## src/rtl/rr_arbiter.sv

```systemverilog
// N-requester round-robin arbiter with registered one-hot grant and bounded grant hold.
// Optional lock input (holder keeps grant while locked) enabled by defining RR_ARB_LOCK_EN.
module rr_arbiter #(
    parameter int N        = 4,
    parameter int MAX_HOLD = 4,
    localparam int ID_W    = (N > 1) ? $clog2(N) : 1
) (
    input  logic            clk,
    input  logic            rst,
    input  logic [N-1:0]    req,
`ifdef RR_ARB_LOCK_EN
    input  logic [N-1:0]    lock,
`endif
    output logic [N-1:0]    gnt,
    output logic [ID_W-1:0] gnt_id,
    output logic            gnt_valid
);

    localparam int HC_W = $clog2(MAX_HOLD) + 1;
    localparam logic [HC_W-1:0] HOLD_LAST = HC_W'(MAX_HOLD - 1);

    logic [N-1:0]    gnt_q, gnt_d;
    logic [ID_W-1:0] gnt_id_q, gnt_id_d;
    logic            gnt_valid_q, gnt_valid_d;
    logic [ID_W-1:0] ptr_q, ptr_d;
    logic [HC_W-1:0] hold_q, hold_d;

    logic [N-1:0]    others;
    logic [ID_W-1:0] nxt;
    logic [ID_W-1:0] win;
    logic            lock_hold;

    function automatic logic [ID_W-1:0] inc_idx(input logic [ID_W-1:0] i);
        return (int'(i) == N - 1) ? '0 : i + 1'b1;
    endfunction

    // First set bit of r searching circularly from start.
    function automatic logic [ID_W-1:0] pick(input logic [N-1:0] r, input logic [ID_W-1:0] start);
        logic [ID_W-1:0] w;
        logic            hit;
        int              idx;
        w   = '0;
        hit = 1'b0;
        for (int i = 0; i < N; i++) begin
            idx = int'(start) + i;
            if (idx >= N) idx = idx - N;
            if (!hit && r[idx]) begin
                hit = 1'b1;
                w   = ID_W'(idx);
            end
        end
        return w;
    endfunction

    function automatic logic [N-1:0] onehot(input logic [ID_W-1:0] i);
        logic [N-1:0] v;
        v    = '0;
        v[i] = 1'b1;
        return v;
    endfunction

`ifdef RR_ARB_LOCK_EN
    assign lock_hold = lock[gnt_id_q];
`else
    assign lock_hold = 1'b0;
`endif

    always_comb begin
        gnt_d       = gnt_q;
        gnt_id_d    = gnt_id_q;
        gnt_valid_d = gnt_valid_q;
        ptr_d       = ptr_q;
        hold_d      = hold_q;
        win         = '0;
        others      = req & ~gnt_q;
        nxt         = inc_idx(gnt_id_q);

        if (!gnt_valid_q) begin
            if (|req) begin
                win         = pick(req, ptr_q);
                gnt_d       = onehot(win);
                gnt_id_d    = win;
                gnt_valid_d = 1'b1;
                hold_d      = '0;
            end
        end else if (!req[gnt_id_q]) begin
            // Holder released: hand off on the same edge if anyone else waits.
            ptr_d  = nxt;
            hold_d = '0;
            if (|req) begin
                win      = pick(req, nxt);
                gnt_d    = onehot(win);
                gnt_id_d = win;
            end else begin
                gnt_d       = '0;
                gnt_id_d    = '0;
                gnt_valid_d = 1'b0;
            end
        end else if (lock_hold) begin
            hold_d = (hold_q == HOLD_LAST) ? hold_q : hold_q + 1'b1;
        end else if (hold_q == HOLD_LAST) begin
            hold_d = '0;
            if (|others) begin
                ptr_d    = nxt;
                win      = pick(others, nxt);
                gnt_d    = onehot(win);
                gnt_id_d = win;
            end
        end else begin
            hold_d = hold_q + 1'b1;
        end
    end

    always_ff @(posedge clk) begin
        if (rst) begin
            gnt_q       <= '0;
            gnt_id_q    <= '0;
            gnt_valid_q <= 1'b0;
            ptr_q       <= '0;
            hold_q      <= '0;
        end else begin
            gnt_q       <= gnt_d;
            gnt_id_q    <= gnt_id_d;
            gnt_valid_q <= gnt_valid_d;
            ptr_q       <= ptr_d;
            hold_q      <= hold_d;
        end
    end

    assign gnt       = gnt_q;
    assign gnt_id    = gnt_id_q;
    assign gnt_valid = gnt_valid_q;

endmodule

```

## config.mk

```make
export PLATFORM = sky130hd
export DESIGN_NAME = rr_arbiter
export DESIGN_NICKNAME = d
export VERILOG_FILES = /design/src/rtl/rr_arbiter.sv
export SDC_FILE = /design/constraint.sdc
export NUM_CORES = 1
export LEC_CHECK = 0
export CAP_MARGIN = 20
export CORE_UTILIZATION = 46
export CTS_CLUSTER_SIZE = 16
export DETAILED_ROUTE_END_ITERATION = 12
export PLACE_DENSITY = 0.68
export SETUP_SLACK_MARGIN = 0.2
export SLEW_MARGIN = 15
export SYNTH_ARGS = -nofsm -noshare
export SYNTH_HDL_FRONTEND = slang
export SYNTH_SLANG_ARGS = --single-unit
```

## constraint.sdc

```tcl
create_clock -name clk -period 4.5 [get_ports clk]
set_input_delay 0.675 -clock clk [delete_from_list [all_inputs] [get_ports clk]]
set_output_delay 0.675 -clock clk [all_outputs]
set_load 0.01 [all_outputs]
```

# Word-level counts from Yosys, hierarchy flattened
# Index checks and enable logic that the tools add are counted.
# W data, S select, Z words.
[totals]
reg_bits = 12
input_bits = 6
output_inout_bits = 7
wordCells = 250
[classes]
n_addsub = 16
magnitude_cmp = 27
eq_ne = 6
n_mux = 168
n_bitwise = 2
n_reduce_logical = 26
[ops]
columns = ["operator", "n"]
rows = [
  ["$mux W32", 44],
  ["$lt A32 B4 Y1 const B", 12],
  ["$mux W1", 67],
  ["$mux W2", 31],
  ["$bmux W1 S2", 13],
  ["$mux W4", 6],
  ["$sub A3 B3 Y4 const B", 6],
  ["$ge A3 B3 Y1 const B", 6],
  ["$add A2 B2 Y3 const B", 4],
  ["$logic_and A1 B1 Y1", 12],
  ["$lt A2 B3 Y1 const B", 4],
  ["$mux W3", 4],
  ["$logic_not A1 Y1", 9],
  ["$reduce_or A4 Y1", 2],
  ["$sub A2 B3 Y4 const B", 2],
  ["$add A2 B1 Y3 const B", 2],
  ["$demux W1 S2", 3],
  ["$ge A2 B1 Y1 const B", 3],
  ["$ge A2 B3 Y1 const B", 2],
  ["$ne A3 B2 Y1 const B", 2],
  ["$reduce_and A3 Y1", 2],
  ["$and A4 B4 Y4", 1],
  ["$ne A2 B1 Y1 const B", 2],
  ["$not A4 Y4", 1],
  ["other kinds (5)", 5],
]

# Longest topological paths before layout
[depth]
depth_word = 45
depth_mapped = 8

# Least setup slack after synthesis
# No wires, ideal clock.
[synth_path]
path_type = "input to register"
start = "input req[1]"
end = "register gnt_q[0] (netlist: gnt[0])"
arrival_ps = 2084
slack_ps = 2328
stages = 7
path_cell_list = "buf_4 and2b_4 a211oi_2 o32a_4 or3b_1 o311a_1 o32ai_2"
[synth_between]
elab_chain_cells = 38
[synth_lines]
columns = ["item", "line", "rtl"]
rows = [
  ["start, declared", "10", "input logic [N-1:0] req,"],
  ["$and A4 B4 Y4", "75", "others = req & ~gnt_q;"],
  ["$bmux W1 S2", "47", "if (!hit && r[idx]) begin"],
  ["$mux W1 (not written as such) (2 in series)", "47", ""],
  ["$mux W1", "47", ""],
  ["$mux W1", "103", "if (|others) begin"],
  ["$mux W1", "101", "end else if (hold_q == HOLD_LAST) begin"],
  ["$mux W1", "86", "end else if (!req[gnt_id_q]) begin"],
  ["$mux W1", "78", "if (!gnt_valid_q) begin"],
  ["(+21 left out)", "-", ""],
  ["$lt A2 B3 Y1 (not written as such) or $ge A2 B1 Y1 (tied branches)", "58", "v[i] = 1'b1;"],
  ["$logic_and A1 B1 Y1 (not written as such)", "58", ""],
  ["$mux W1 (not written as such)", "58", ""],
  ["$demux W1 S2", "58", ""],
  ["$mux W4", "103", ""],
  ["$mux W4", "101", ""],
  ["$mux W4", "86", ""],
  ["$mux W4", "78", ""],
  ["end signal, assigned", "122", "gnt_q <= gnt_d;"],
  ["end, declared", "22", "logic [N-1:0] gnt_q, gnt_d;"],
]
# Parallel ways exist; a longest one is shown, timed or not. The select of a mux whose other input is x is not followed.
# A chain may end at the register's enable or synchronous reset.

# Worst setup path after layout
[layout_path]
start = "input req[0]"
end = "register gnt_q[0] (netlist: gnt[0])"
# Same word-level chain as after synthesis.

==> impl_metrics.env <==
export IMPL_p_total_mw=0.423
export IMPL_drv_cap=0
export IMPL_layout_nets=154
export IMPL_clock_fmax_ghz=0.322
export IMPL_cts_resized=0
export IMPL_hold_buffers=0
export IMPL_skew_ps=2.39
export IMPL_cts_setup_buffers=0
export IMPL_antenna_found_initial=0
export IMPL_whs_ps=478
export IMPL_start_util_pct=49.0
export IMPL_antenna_cells=0
export IMPL_grt_max_degree=21
export IMPL_final_util_pct=55.1
export IMPL_first_iter_violations=54
export IMPL_tightest_slew_ps=861
export IMPL_slew_headroom_pct=42.3
export IMPL_worst_setup_path_start_kind="input pin"
export IMPL_crit_arrival_ps=3300
export IMPL_syn_area_um2=1080
export IMPL_post_dp_hpwl_um=1830
export IMPL_rows=17
export IMPL_cts_buffers=3
export IMPL_syn_inst=141
export IMPL_yosysWarningCount=0
export IMPL_final_hold_viol_count=0
export IMPL_die_w_um=50.6
export IMPL_drive_above_1_share_pct=6.90
export IMPL_required_ps=4690
export IMPL_cts_htree_levels=1
export IMPL_cts_root_buf="clkbuf_4"
export IMPL_wirelength_um=2560
export IMPL_gr_total_overflow=0
export IMPL_layout_common_cells="14 x nor2_1, 12 x dfxtp_1, 12 x clkdlybuf4s50_1"
export IMPL_grt_setup_unrepaired="no"
export IMPL_avgSynthCellArea_um2=7.69
export IMPL_clock_sinks=12
export IMPL_yosysSeqAreaShare_pct=22.1
export IMPL_avgRoutedWirePerCell_um=14.8
export IMPL_yosysUniqueCellTypes=49
export IMPL_peakVddDrop_mv=0.296
export IMPL_io_pins=13
export IMPL_final_fill_count=213
export IMPL_route_detailed_drc=0
export IMPL_vias_per_cell=6.32
export IMPL_tritoncts="built"
export IMPL_grt_usage_pct=21.7
export IMPL_hp_class="flip-flop to flip-flop"
export IMPL_leakagePower_nw=0.423
export IMPL_synth_edf_count=0
export IMPL_setup_slack_ps=1390
export IMPL_ant_nets=0
export IMPL_vias=1093
export IMPL_grt_pass1_vias=869
export IMPL_synth_ff_type="dfxtp_1"
export IMPL_dieArea_um2=2560
export IMPL_setup_tns_ps=0
export IMPL_grt_pass1_wl_um=4140
export IMPL_clock_latency_ps=280
export IMPL_syn_nets=149
export IMPL_period_minus_slack_ps=3110
export IMPL_drt_first_pass_iters=4
export IMPL_setup_viol=0
export IMPL_clockBufferDepth=2
export IMPL_coreArea_um2=2210
export IMPL_final_common_cell="nor2_1"
export IMPL_status="complete, no violations"
export IMPL_die_h_um=50.6
export IMPL_clk_pin_slew_ps=70
export IMPL_area_growth_pct=12.3
export IMPL_io_buffers=12
export IMPL_post_place_ws_ps=1110
export IMPL_synth_seq_cells=12
export IMPL_finalCritPeriodShare_pct=69.0
export IMPL_gp_congestion=0.870
export IMPL_crit_path_max_fanout=20
export IMPL_path_class="input pin to flip-flop"
export IMPL_report_final_slew_viol_count=0
export IMPL_cp_end_kind="flip-flop"
export IMPL_synthArstFlopShare_pct=0
export IMPL_power_density_nw_per_um2=347
[through the flow]
stage	instances	cell area, µm²
global route	173	1220
CTS	173	1220
detailed placement	169	1180
floorplan	141	1080
finish	173	1220
global placement	169	1180
[Yosys cell counts (3+ instances only)]
master    number  share of area [%]
nor2_1        14                4.8
dfxtp_1       12                 22
nand2_1       11                3.8
a21oi_1        9                4.2
nand2b_1       9                5.2
nor2b_1        8                4.6
buf_2          7                3.2
nor3_1         5                2.3
clkbuf_1       4                1.4
inv_1          4                1.4
mux2i_1        4                3.7
nand3_1        4                1.8
o221ai_1       4                3.2
o21bai_1       3                2.1
[worst max-delay path, cell delays in order]
cell and delay [ps]:
clkdlybuf4s50_1 730, mux4_2 640, a31oi_1 730, nor2b_1 250, nand2_1 80, o32ai_2 190
[state kept, by name (all words and copies together), names as in the netlist]
| name | count |
|---|---|
| gnt_valid | 1 |
| ptr_q | 2 |
| hold_q | 3 |
| gnt_id | 2 |
| gnt | 4 |
[path summary, 6_finish.rpt]
kind | slack [ps] | startpoint | to | cells after the start
hold / removal | 480 | hold_q[2]$_SDFFE_PP0P_ | hold_q[2]$_SDFFE_PP0P_ | 1
setup / recovery | 1390 | req[0] | gnt[0]$_SDFFE_PP0P_ | 6
hold reg to reg | 480 | hold_q[2]$_SDFFE_PP0P_ | hold_q[2]$_SDFFE_PP0P_ | 1
setup reg to reg | 1980 | gnt_id[0]$_SDFFE_PP0P_ | gnt[0]$_SDFFE_PP0P_ | 5
[cells by family after synthesis]
| logic type | after synthesis | share of synthesized area [%] |
|---|---|---|
| AOI/OAI and AO/OA | 42 | 31.5 |
| adders and majority gates | 2 | 2.31 |
| buffers and inverters | 16 | 6.69 |
| DFF | 12 | 22.1 |
| muxes | 6 | 6.81 |
| and+or+nand+nor | 63 | 30.6 |
[cell type report]
class | count | area, µm² | share of cell area [%]
clock buffer | 4 | 36.3 | 2.98
inverter | 4 | 15.0 | 1.23
multi-input combinational | 113 | 772 | 63.3
sequential | 12 | 240 | 19.7
tap | 28 | 35.0 | 2.87
timing repair buffer | 12 | 120 | 9.86
[layer usage]
metal	up-vias	part of all wire, %	global-route usage [%]
met4	0	2.5	12.0
met1	503	46	29.8
met2	49	44	32.4
li1	534	-	-
met5	-	0	0
met3	7	7.0	2.73
[power by group]
group          switching, mW  internal [mW]
logic                  0.106         0.0920
clock network         0.0355         0.0493
registers             0.0206          0.120
total                  0.162          0.261
Power figures use the tool's default switching activity.
==> variant 1, RTL diff (same settings) <==
`N`: 4 -> 8.
--- a/src/rtl/rr_arbiter.sv
+++ b/src/rtl/rr_arbiter.sv
@@ -3,3 +3,3 @@
 module rr_arbiter #(
-    parameter int N        = 4,
+    parameter int N        = 8,
     parameter int MAX_HOLD = 4,
Interface: changed (resized gnt, gnt_id and req); port bits go from 13 to 22. No check against the original RTL was run, so the function may have changed too.
==> variant 1 against the unedited design <==
- area after synthesis increased to 3.6 times the old value
- sequential cell count grew 6
- worst setup slack worse by 1.0 ns
- hold slack gained 0.00075 ns
- final area grew to 3.6 times the old value
- via count grew to 3.8 times the old value
- routed wire length grew to 4.7 times the old value
- critical path type is now reg -> reg
Power is left out: the tool's default activity adds up to more than one toggle a clock period on the data nets, which glitch-free logic cannot reach.
==> variant 1: results (changes against the unedited design) <==
qor: routing.number_of_iterations_in_the_first_detailed_routing_pass 7 [was 4]
qor: routing.detailedRoute.firstIterationViolations 419 [was 54]
qor: yosys.synth-adder-area-share 1.93% [was 2.31%]
qor: yosys.synth.lib_cells_used.distinct 69 [was 49]
qor: worst_setup_path.worst_ep_arrival_time 4.30 ns [was 3.30 ns]
qor: placed_design.portBuffers 21 [was 12]
qor: yosys.synthXorXnorAreaFrac 1.58% [was 0%]
qor: clock_tree.cts_root_buf sky130_fd_sc_hd__clkbuf_8 [was sky130_fd_sc_hd__clkbuf_4]
qor: routing.drt-vias-per-instance 6.92 [was 6.32]
qor: placed_design.dp.final_hpwl 9.11 mm [was 1.83 mm]
qor: yosys.synth_compound_area_share 24.9% [was 31.5%]
qor: global_routing.grt_pass1_vias 3861 [was 869]
qor: worst_setup_path.crit_path_start gnt_id[1]$_SDFFE_PP0P_ [was req[0]]
qor: status.status complete, no violations [unchanged]
qor: clock_tree.clkLatencyLatePin 0.26 ns [was 0.28 ns]
qor: global_routing.largest_net_degree_at_the_start_of_global_routing 48 [was 21]
qor: worst_setup_path.crit_fanout 27 [was 20]
qor: final_layout.n_fill_cell 774 [was 213]
qor: routing.wl_met2 5.67 mm [was 1.13 mm]
qor: worst_setup_path.crit_path_top_delay_cell sky130_fd_sc_hd__or4_1 [was sky130_fd_sc_hd__clkdlybuf4s50_1]
qor: final_layout.largest_register_ff_count 8 [was 4]
qor: global_routing.grt_pass1_wl 19.6 mm [was 4.14 mm]
qor: clock_tree.clock_tree.htree_level_count 1 [unchanged]
qor: worst_setup_path.cpPeakStageDelay 0.70 ns [was 0.73 ns]
qor: routing.met1_length 5.08 mm [was 1.19 mm]
qor: final_layout.layout-drive-gt1-share 19.4% [was 6.90%]
qor: yosys.syn_nets 501 [was 149]
qor: placed_design.gp_congestion 0.977 [was 0.870]
==> variant 1: cell count changes after synthesis, moves of 24 or more <==
| cell | change |
|---|---|
| sky130_fd_sc_hd__clkbuf_1 | +24 |
| sky130_fd_sc_hd__nor2_1 | +36 |
| sky130_fd_sc_hd__mux4_2 | +33 |
| sky130_fd_sc_hd__o21ai_0 | +28 |
| sky130_fd_sc_hd__mux2i_1 | +25 |
| sky130_fd_sc_hd__nand2_1 | +32 |
==> variant 1: kinds of logic (layout without fill, tap and decap cells) <==
| family | Yosys count | in the layout |
|---|---|---|
| flops | 18 | 18 |
| xor+xnor | 7 | 7 |
| compound gates | 139 | 139 |
| simple gates | 180 | 181 |
| buf+inv | 52 | 60 |
| fa+ha+maj | 6 | 6 |
| mux | 83 | 83 |
==> variant 1: layer usage <==
layer / GRT usage, % / vias to the layer above
li1: - / 1900
met1: 39.2 / 1975
met2: 45.0 / 235
met3: 2.51 / 38
met4: 9.10 / 0
met5: 0 / -
==> variant 1: critical path, delay by kind of cell (launching register included) <==
family	cells	cell delay, ns
adders and majority gates	2	0.69
and+or+nand+nor	5	1.83
AOI/OAI and AO/OA	3	0.70
buffers and inverters	2	0.34
DFF	1	0.47
==> variant 1: repair_timing <==
action,4_1_cts,5_1_grt
hold buffers,0,0
gates resized for setup,0,6
setup endpoints to repair,0,11
==> variant 1: area by class of cell <==
cell class,count,area share (%)
timing repair buffer,45,9.29
clock buffer,4,1.27
inverter,11,0.952
sequential,18,8.31
multi-input combinational,416,77.2
tap,105,3.03
==> variant 1: through the flow <==
| stage | cell area [um^2] | setup WS, ns | hold slack [ns] | utilization (%) | std cells |
|---|---|---|---|---|---|
| floorplan | 3890 | 0.650 | 0.457 | - | 485 |
| detailed placement | 4250 | 0.330 | 0.472 | 52.0 | 594 |
| finish | 4340 | 0.386 | 0.479 | 53.1 | 599 |
| global route | 4340 | 0.188 | 0.508 | 53.1 | 599 |
| CTS | 4300 | 0.321 | 0.482 | 52.6 | 598 |
| global placement | 4250 | 0.370 | 0.470 | 52.0 | 594 |
==> variant 1: worst paths after layout <==
check / to / slack, ns / depth (start not counted)
setup / recovery: gnt[1]$_SDFFE_PP0P_ / 0.39 / 12
hold / removal: hold_q[2]$_SDFFE_PP0P_ / 0.48 / 1
setup reg to reg: gnt[1]$_SDFFE_PP0P_ / 0.39 / 12
hold reg to reg: hold_q[2]$_SDFFE_PP0P_ / 0.48 / 1
==> variant 2, RTL diff (same settings) <==
Made on the original files. Reset style: asynchronous (`rst`), changed in one clocked block.
--- a/src/rtl/rr_arbiter.sv
+++ b/src/rtl/rr_arbiter.sv
@@ -113,3 +113,3 @@
 
-    always_ff @(posedge clk) begin
+    always_ff @(posedge clk or posedge rst) begin
         if (rst) begin
Function: differs if rst is asserted again (counterexample within 4 cycles, from zero or initial values and one cycle with rst high); with rst held inactive, the same outputs for 4 cycles.
==> variant 2 against the unedited design <==
- maximum frequency up 14%
- non-clock buffer count unchanged
- sequential cell count did not move
- final cell count shrank 13%
- routed wire length decreased by 2.2%
- sequential share of layout area up 6.5 points
- area after synthesis decreased by 8.8%
- final area is 6.0% lower
- worst setup slack better by 0.38 ns
- highest routed layer unchanged
Power is not compared: it rests on default switching activity, and its combinational part moved more than twofold at a synthesized area within 25%.
==> variant 2: results (changes against the unedited design) <==
qor: final_layout.n_fill_cell 190 [was 213]
qor: yosys.synth-adder-area-share 2.53% [was 2.31%]
qor: routing.met3RoutedLength 142 um [was 178 um]
qor: routing.detail_route.wirelength 2.50 mm [was 2.56 mm]
qor: sta.skew 0.00470 ns [was 0.00239 ns]
qor: global_routing.grt_pass1_vias 950 [was 869]
qor: worst_setup_path.crit_fanout 14 [was 20]
qor: status.status complete, no violations [unchanged]
qor: global_routing.groute.layer.met3.usage 4.72% [was 2.73%]
qor: routing.wl_met2 1.16 mm [was 1.13 mm]
qor: placed_design.dp.final_hpwl 1.83 mm [about the same]
qor: routing.met1_length 1.14 mm [was 1.19 mm]
qor: worst_setup_path.crit_path_top_delay_cell sky130_fd_sc_hd__or4_1 [was sky130_fd_sc_hd__clkdlybuf4s50_1]
qor: yosys.synth_compound_area_share 33.1% [was 31.5%]
qor: yosys.yosys-top-cells-area sky130_fd_sc_hd__dfrtp_1 (30%), sky130_fd_sc_hd__a21oi_1 (4.0%), sky130_fd_sc_hd__nand2_1 (3.8%) [was sky130_fd_sc_hd__dfxtp_1 (22%), sky130_fd_sc_hd__nand2b_1 (5.2%), sky130_fd_sc_hd__nor2_1 (4.8%)]
qor: final_layout.num-nets-final 133 [was 154]
qor: global_routing.largest_net_degree_at_the_start_of_global_routing 15 [was 21]
qor: routing.detailedRoute.firstIterationViolations 29 [was 54]
qor: worst_setup_path.worst_ep_arrival_time 2.86 ns [was 3.30 ns]
qor: global_routing.grt_pass1_wl 4.24 mm [was 4.14 mm]
qor: routing.vias 960 [was 1093]
qor: yosys.postSynth.topFlopCell sky130_fd_sc_hd__dfrtp_1 [was sky130_fd_sc_hd__dfxtp_1]
qor: worst_setup_path.critical_path.reg2reg.startpoint gnt_id[0]$_DFFE_PP0P_ [was gnt_id[0]$_SDFFE_PP0P_]
qor: placed_design.total_placed_instance_area 1110 um^2 [was 1180 um^2]
qor: yosys.synth.lib_cells_used.distinct 45 [was 49]
qor: worst_setup_path.rrSetupSlack 2.03 ns [was 1.98 ns]
qor: worst_setup_path.cpPeakStageDelay 0.67 ns [was 0.73 ns]
qor: yosys.synth.area.mux_share 3.29% [was 6.81%]
qor: final_layout.layout-drive-gt1-share 12.1% [was 6.90%]
[variant 2: changes by cell type after synthesis, sizes merged, moves of 4 or more]
cell / delta
dfrtp: +12
dfxtp: -12
nor2: -6
buf: -4
nand2b: -4
nor3: -4
[variant 2: final cells by class]
type / instances / area, um^2 / area share [%]
clock buffer: 4 / 36.3 / 3.17
inverter: 4 / 15.0 / 1.31
multi-input combinational: 92 / 641 / 55.9
sequential: 12 / 300 / 26.2
tap: 27 / 33.8 / 2.95
timing repair buffer: 12 / 120 / 10.5
[variant 2: logic make-up after synthesis]
family,Yosys count
compound gates,41
flops,12
mux,2
buf+inv,10
simple gates,47
fa+ha+maj,2
[variant 2: metrics by stage]
step                      total power [uW]  worst slack (ns)  std cells
final                                  804              1.77        151
after global routing                   874              1.68        151
after CTS                              801              1.77        151
after detailed placement               711              1.51        147
after global placement                 702              1.53        147
after floorplan                        578              2.38        114
[variant 2: how the worst min path moves through the flow]
stage,start,endpoint,slack (ns),cells after the start
6_report,hold_q[2]$_DFFE_PP0P_,hold_q[2]$_DFFE_PP0P_,0.49,1
5_1_grt,hold_q[0]$_DFFE_PP0P_,hold_q[0]$_DFFE_PP0P_,0.52,1
4_1_cts,hold_q[2]$_DFFE_PP0P_,hold_q[2]$_DFFE_PP0P_,0.49,1
3_5_place_dp,hold_q[2]$_DFFE_PP0P_,hold_q[2]$_DFFE_PP0P_,0.48,1
3_3_place_gp,hold_q[2]$_DFFE_PP0P_,hold_q[2]$_DFFE_PP0P_,0.47,1
2_1_floorplan,hold_q[2]$_DFFE_PP0P_,hold_q[2]$_DFFE_PP0P_,0.46,1
[variant 2: power breakdown]
part | internal, uW | switching [uW] | total [uW]
Combinational | 234 | 283 | 517
Sequential | 150 | 51.3 | 201
Clock | 49.1 | 36.6 | 85.7
